### src/rtl/pc_sequencer.sv
// Program-counter owner and instruction-fetch sequencer: selects the next PC
// (sequential, jump, branch, trap), handshakes with imem, supports halt/resume.
module pc_sequencer #(
    parameter logic [31:0] RESET_VECTOR = 32'h0000_0000,
    parameter logic [31:0] TRAP_VECTOR  = 32'h0000_0100
) (
    input  logic        clk,
    input  logic        reset,
    input  logic        stall,
    input  logic        branch_taken,
    input  logic [31:0] branch_target,
    input  logic        jump,
    input  logic [31:0] jump_target,
    input  logic        trap,
    input  logic        halt,
    input  logic        resume,
    input  logic        imem_ready,
    output logic        imem_req,
    output logic [31:0] imem_addr,
    output logic [31:0] pc,
    output logic        pc_valid,
    output logic [31:0] epc,
    output logic [31:0] instret,
    output logic [1:0]  state
);

    typedef enum logic [1:0] {
        BOOT   = 2'd0,
        FETCH  = 2'd1,
        HALTED = 2'd2
    } state_t;

    state_t      state_q, state_d;
    logic [31:0] pc_q, pc_d;
    logic [31:0] epc_q, epc_d;
    logic [31:0] instret_q, instret_d;

    logic [31:0] pc_plus4;
    logic        fetching;
    logic        accepted;

    assign pc_plus4 = pc_q + 32'd4;
    assign fetching = (state_q == FETCH);
    assign accepted = fetching & imem_ready & ~stall;

    assign imem_req  = fetching;
    assign pc_valid  = accepted;
    assign pc        = pc_q;
    assign imem_addr = pc_q;
    assign epc       = epc_q;
    assign instret   = instret_q;
    assign state     = state_q;

    always_comb begin
        state_d   = state_q;
        pc_d      = pc_q;
        epc_d     = epc_q;
        instret_d = instret_q;

        unique case (state_q)
            BOOT: begin
                state_d = FETCH;
            end
            FETCH: begin
                if (trap) begin
                    // Trap wins even over a stall or memory wait; epc gets the held pc.
                    pc_d  = TRAP_VECTOR;
                    epc_d = pc_q;
                end else if (accepted) begin
                    instret_d = instret_q + 32'd1;
                    if (halt) begin
                        pc_d    = pc_plus4;
                        state_d = HALTED;
                    end else if (jump) begin
                        pc_d = {jump_target[31:2], 2'b00};
                    end else if (branch_taken) begin
                        pc_d = {branch_target[31:2], 2'b00};
                    end else begin
                        pc_d = pc_plus4;
                    end
                end
            end
            HALTED: begin
                if (trap) begin
                    pc_d    = TRAP_VECTOR;
                    epc_d   = pc_q;
                    state_d = FETCH;
                end else if (resume) begin
                    state_d = FETCH;
                end
            end
            default: begin
                state_d = BOOT;
            end
        endcase
    end

    always_ff @(posedge clk or negedge reset) begin
        if (!reset) begin
            state_q   <= BOOT;
            pc_q      <= RESET_VECTOR;
            epc_q     <= 32'd0;
            instret_q <= 32'd0;
        end else begin
            state_q   <= state_d;
            pc_q      <= pc_d;
            epc_q     <= epc_d;
            instret_q <= instret_d;
        end
    end

endmodule

### config.mk
export PLATFORM = sky130hd
export DESIGN_NAME = pc_sequencer
export DESIGN_NICKNAME = d
export VERILOG_FILES = /design/src/rtl/pc_sequencer.sv
export SDC_FILE = /design/constraint.sdc
export NUM_CORES = 1
export LEC_CHECK = 0
export ABC_AREA = 0
export BUFFER_PORTS_ARGS = -buffer_cell sky130_fd_sc_hd__buf_4
export CORE_AREA = 2 2 116 118
export CTS_CLUSTER_SIZE = 12
export DETAILED_ROUTE_END_ITERATION = 10
export DIE_AREA = 0 0 118 120
export PLACE_DENSITY = 0.77
export SETUP_SLACK_MARGIN = 0.1
export SKIP_CTS_REPAIR_TIMING = 1
export SYNTH_ARGS = -nofsm -noshare
export SYNTH_HDL_FRONTEND = slang
export SYNTH_SLANG_ARGS = --single-unit
### constraint.sdc
create_clock -name clk -period 2.8 [get_ports clk]
set_input_delay 0.42 -clock clk [delete_from_list [all_inputs] [get_ports clk]]
set_output_delay 0.42 -clock clk [all_outputs]
set_load 0.02 [all_outputs]
# After elaboration in Yosys (flattened, before gate mapping)
# Index checks and enable logic that the tools add are counted.
op_classes:
  n_addsub: 2
  n_eq_ne: 8
  mux: 13
  bitwise: 4
  reduce_logical: 7
ops:
  columns: ["op", "n"]
  rows:
  - ["2-to-1 mux 32 bit", 6]
  - ["one-hot mux 32 bit (2 select lines)", 1]
  - ["adder 32 x 1 -> 32 bit, second input constant", 1]
  - ["adder 32 x 3 -> 32 bit, second input constant", 1]
  - ["2-to-1 mux 2 bit", 5]
  - ["inequality test 2 bit, second input constant", 4]
  - ["inequality test 3 bit, second input constant", 2]
  - ["one-hot mux 2 bit (3 select lines)", 1]
  - ["AND reduction 3 bit", 2]
  - ["AND reduction 4 bit", 1]
  - ["AND 1 bit", 2]
  - ["== test 2 x 1 -> 1 bit, second input constant", 1]
  - ["== test 2 bit, second input constant", 1]
  - ["logical NOT 2 bit", 1]
  - ["NOT 1 bit", 2]
  - ["AND reduction 2 bit", 1]
  - ["nonzero test 2 bit", 1]
  - ["OR reduction 2 bit", 1]
word_totals:
  register_bits: 98
  output_inout_bits: 132
  wordCells: 38

# Logic depth before layout (Yosys ltp)
logic_depth:
  depth_word: 7
  ltp_mapped: 9
  ltp_nobuf: 7

# Worst setup path before layout
# No wires, ideal clock.
synth_path:
  path_kind: "register to register"
  from: "register state_q[1], in the netlist state[1]"
  to: "register instret_q[24], in the netlist instret[24]"
  setup_time_ps: 131
  arrival_time_ps: 2205
  required_time_ps: 2669
  slack_ps: 464
  stages_incl_launch_ff: 10
  path_buffers: 2
  synth_period_minus_slack_ps: 2336
  path_cell_list: "dfrtp_1 inv_1 ha_1 nor4bb_1 buf_2 and4_1 and3_1 clkbuf_1 nand4_1 xnor2_1"
synth_between:
  elab_chain_cells: 4
synth_lines:
  columns: ["item", "line", "source"]
  rows:
  - ["start: declaration", "33", "state_t state_q, state_d;"]
  - ["start signal: assignment", "105", "state_q <= state_d;"]
  - ["== test 2 x 1 -> 1 bit *", "43", "assign fetching = (state_q == FETCH);"]
  - ["named net imem_req", "18", "output logic imem_req,"]
  - ["AND 1 bit (2 in a row)", "44", "assign accepted = fetching & imem_ready & ~stall;"]
  - ["AND reduction 3 bit (no source line) *", null, null]
  - ["end signal: assignment", "108", "instret_q <= instret_d;"]
  - ["end: declaration", "36", "logic [31:0] instret_q, instret_d;"]
# The timed path passes the listed nets; every way through them passes the cells marked *.
# A chain may end at the register's enable or synchronous reset.

# Worst setup path in the final report
layout_path:
  from: "register pc_q[2], in the netlist imem_addr[2]"
  to: "register pc_q[29], in the netlist imem_addr[29]"
layout_between:
  elab_chain_cells: 7
layout_lines:
  columns: ["item", "line", "source"]
  rows:
  - ["start: declaration", "34", "logic [31:0] pc_q, pc_d;"]
  - ["start signal: assignment", "106", "pc_q <= pc_d;"]
  - ["adder 32 x 3 -> 32 bit *", "42", "assign pc_plus4 = pc_q + 32'd4;"]
  - ["2-to-1 mux 32 bit", "76", "end else if (branch_taken) begin"]
  - ["2-to-1 mux 32 bit", "74", "end else if (jump) begin"]
  - ["2-to-1 mux 32 bit *", "71", "if (halt) begin"]
  - ["2-to-1 mux 32 bit *", "69", "end else if (accepted) begin"]
  - ["2-to-1 mux 32 bit *", "65", "if (trap) begin"]
  - ["one-hot mux 32 bit (2 select lines) *", "60", "unique case (state_q)"]
# Every way passes the cells marked *; elsewhere a longest branch is shown, timed or not. The select of a mux whose other input is x is not followed.

==> run metrics <==
status=finished clean; vias=5242; IR drop worst, VDD=0.000372 V; post-synthesis register bit count=94; Initial Util=42.3%; vias in the first global route=5029; Int Pwr=2.96 mW; worst reg2reg startpoint=imem_addr[2]$_DFFE_PN0P_; Mapped Cells=584; max_slew headroom=45.2%; CP Max Fanout=8; clock network latency to the later pin of the worst-skew pair=360 ps; clock sinks=94; DRT Wirelength=16700 µm; CP Launch Type=flop; Worst EP required=3040 ps; Longest Clk Path Bufs=2; R2R cell count=5; leakage power=3.41 nW; gpl congestion=0.900; FF-to-FF End=imem_addr[29]$_DFFE_PN0P_; row count=42; 1st-pass router iterations=5; overall die area=0.0142 mm²; switch share=37.0%; top cell type's share of synthesized area=42.9%; GR Util met3=5.13%; Root Driver=clkbuf_16; Setup TNS=0 ps; clock transition at the registers of the reported paths=70 ps; hold crit path type=in2async; fraction of final layout cells sized beyond drive strength 1=34.8%; FILL cells=1168; detailed-placement wirelength estimate=11900 µm; Die W=118 µm; Cell Area, Synth=0.00549 mm²; clk_skew=5.07 ps; RSZ-0062 raised after global routing=no; clock share of power=27.9%; Power Dens Cells=653 mW/mm²; Reg power frac=38.3%; Logic pwr share=33.8%; DR WL/cell=18.1 µm; Max Fclk=439 MHz; cell taking the most area after synthesis=dfrtp_1; CTS tree=built; largest net degree at the start of global routing=50; number of diodes=0; GRT Max-Usage Layer=met2; WP data arrival=2520 ps; Post-synth EDFFs=0; H-Tree Depth=3; slowest CP cell=or3_1; cells along the critical path=nand3_2 > or3_1 > nor4_2 > o21ai_0 > a221o_1; gr usage total=23.5%; final setup fails=0; max-slew violation count=0; CP max stage delay=590 ps; CORE AREA=0.0130 mm²; count of input and output buffers=194; register area share after synthesis=42.9%; synth top area cells=dfrtp_1 (43%), mux2_2 (6.0%), buf_4 (4.9%); post-synth cell types=58; io pins=205; total CTS buffers=9; initial DRC count=573; vias per cell=5.70; met1 global-route usage=30.3%; syn avg cell area=9.40 µm²; total power=4.70 mW; Post-DRT Antenna Nets=0; drt drc=0; fin nets=817; Layout area overhead=31.2%; Post-synth ARST share=100%; Setup CP Type=reg2reg; period utilisation layout=81.3%; net switching power=1.74 mW; min Tclk post-route=2280 ps; Max Cap Violations=0; FF-to-FF setup slack=520 ps; crit end category=flop; Global Route met2 Usage=38.7%; Fin. Hold Viols=0; Top FF cell, synth=dfrtp_1; die span in y=120 µm; initial antenna violation count=0; grt ovf=0; Synth Warn #=0; worst slew pin tran=819 ps; first-pass GRT wire length=26200 µm
[flip-flops by register name, indices dropped and copies added (netlist names)]
name	count
epc	30
imem_addr	30
instret	32
state	2
[power groups by stage]
stage / registers (mW) / clock network, mW / logic [mW]
after global routing: 1.84 / 1.40 / 1.69
after detailed placement: 1.83 / 0 / 1.59
after CTS: 1.80 / 1.34 / 1.59
final: 1.80 / 1.31 / 1.59
after global placement: 1.80 / 0 / 1.56
after floorplan: 2.01 / 0 / 0.730
[worst max path at each step]
| stage | cells past startpoint | slack (ps) | endpoint | start |
|---|---|---|---|---|
| 2_1_floorplan | 9 | 460 | instret[24]$_DFFE_PN0P_ | state[1]$_DFFE_PN0P_ |
| 3_3_place_gp | 6 | 620 | imem_addr[24]$_DFFE_PN0P_ | imem_addr[2]$_DFFE_PN0P_ |
| 3_5_place_dp | 5 | 560 | imem_addr[29]$_DFFE_PN0P_ | imem_addr[2]$_DFFE_PN0P_ |
| 4_1_cts | 5 | 560 | imem_addr[29]$_DFFE_PN0P_ | imem_addr[2]$_DFFE_PN0P_ |
| 5_1_grt | 6 | 400 | imem_addr[18]$_DFFE_PN0P_ | imem_addr[2]$_DFFE_PN0P_ |
| 6_report | 5 | 520 | imem_addr[29]$_DFFE_PN0P_ | imem_addr[2]$_DFFE_PN0P_ |
[area by class of cell]
class                           instances  area [µm²]  share of cell area, %
Timing Repair Buffer                  205        1550                   21.6
Sequential cell                        94        2350                   32.7
Multi-Input combinational cell        417        2720                   37.7
Inverter                               12        45.0                  0.626
Clock inverter                          7        87.6                   1.22
Tap cell                              176         220                   3.06
Clock buffer                            9         225                   3.13
[logic make-up after synthesis]
logic type | Yosys count | share of synthesized area, %
AO/OA/AOI/OAI | 140 | 16.7
XOR/XNOR | 32 | 5.11
adder cells (fa/ha/maj) | 5 | 1.14
buffers and inverters | 78 | 8.00
flip-flops | 94 | 42.9
multiplexers | 36 | 7.23
other | 1 | 0.0683
AND/OR/NAND/NOR | 198 | 18.9
[placed cells by master (no fill, tap or decap), types with 4 or more instances in the layout]
cell,instances
xnor2_1,24
buf_4,204
xor2_1,8
inv_1,12
nand2_1,54
o22ai_1,9
dfrtp_1,94
and4_1,4
nor2b_1,4
nand3_1,24
nand2b_1,5
ha_1,5
a31oi_1,9
nor3_1,11
nor2_1,34
a21oi_1,19
nand4_1,16
o21ai_0,44
nor3b_1,4
o22a_1,8
and3_1,6
a22o_1,9
mux2i_1,7
conb_1,6
a22oi_1,14
and2_1,5
or3_1,6
nor4_1,6
o211ai_1,6
mux2_2,29
clkbuf_16,9
nand3b_1,5
[critical path: cells and delay by family, from the launching register on]
family           cells  cell delay (ps)
flip-flops           1              530
AO/OA/AOI/OAI        2              470
AND/OR/NAND/NOR      3             1160
[through the flow]
step	hold slack [ps]	instance area (µm²)	instances	util [%]	setup WS (ps)
after detailed placement	462	6890	904	53.1	565
after global placement	463	6890	904	53.1	621
final	68.0	7200	920	55.5	522
after floorplan	124	5510	589	-	464
after CTS	80.7	7200	920	55.5	558
after global routing	93.9	7200	920	55.5	399
[cells in the mapped netlist (3+ instances only)]
cell type,number
a21o_1,3
a21oi_1,19
a22o_1,9
a22oi_1,14
a31oi_1,9
and2_1,5
and3_1,6
and4_1,4
buf_2,3
buf_4,36
clkbuf_1,24
dfrtp_1,94
ha_1,5
inv_1,12
mux2_2,29
mux2i_1,7
nand2_1,55
nand2b_1,5
nand3_1,24
nand3b_1,5
nand4_1,16
nor2_1,34
nor2b_1,4
nor3_1,11
nor3b_1,4
nor4_1,6
o211ai_1,6
o21ai_0,44
o221ai_1,3
o22a_1,8
o22ai_1,9
o2bb2ai_1,3
or3_1,6
xnor2_1,24
xor2_1,8
[per-layer routing]
metal,vias to the layer above,share of wire (%)
met5,-,0
met4,0,2.2
li1,2400,-
met2,279,49
met3,34,7.5
met1,2529,41
Power figures use the tool's default switching activity.
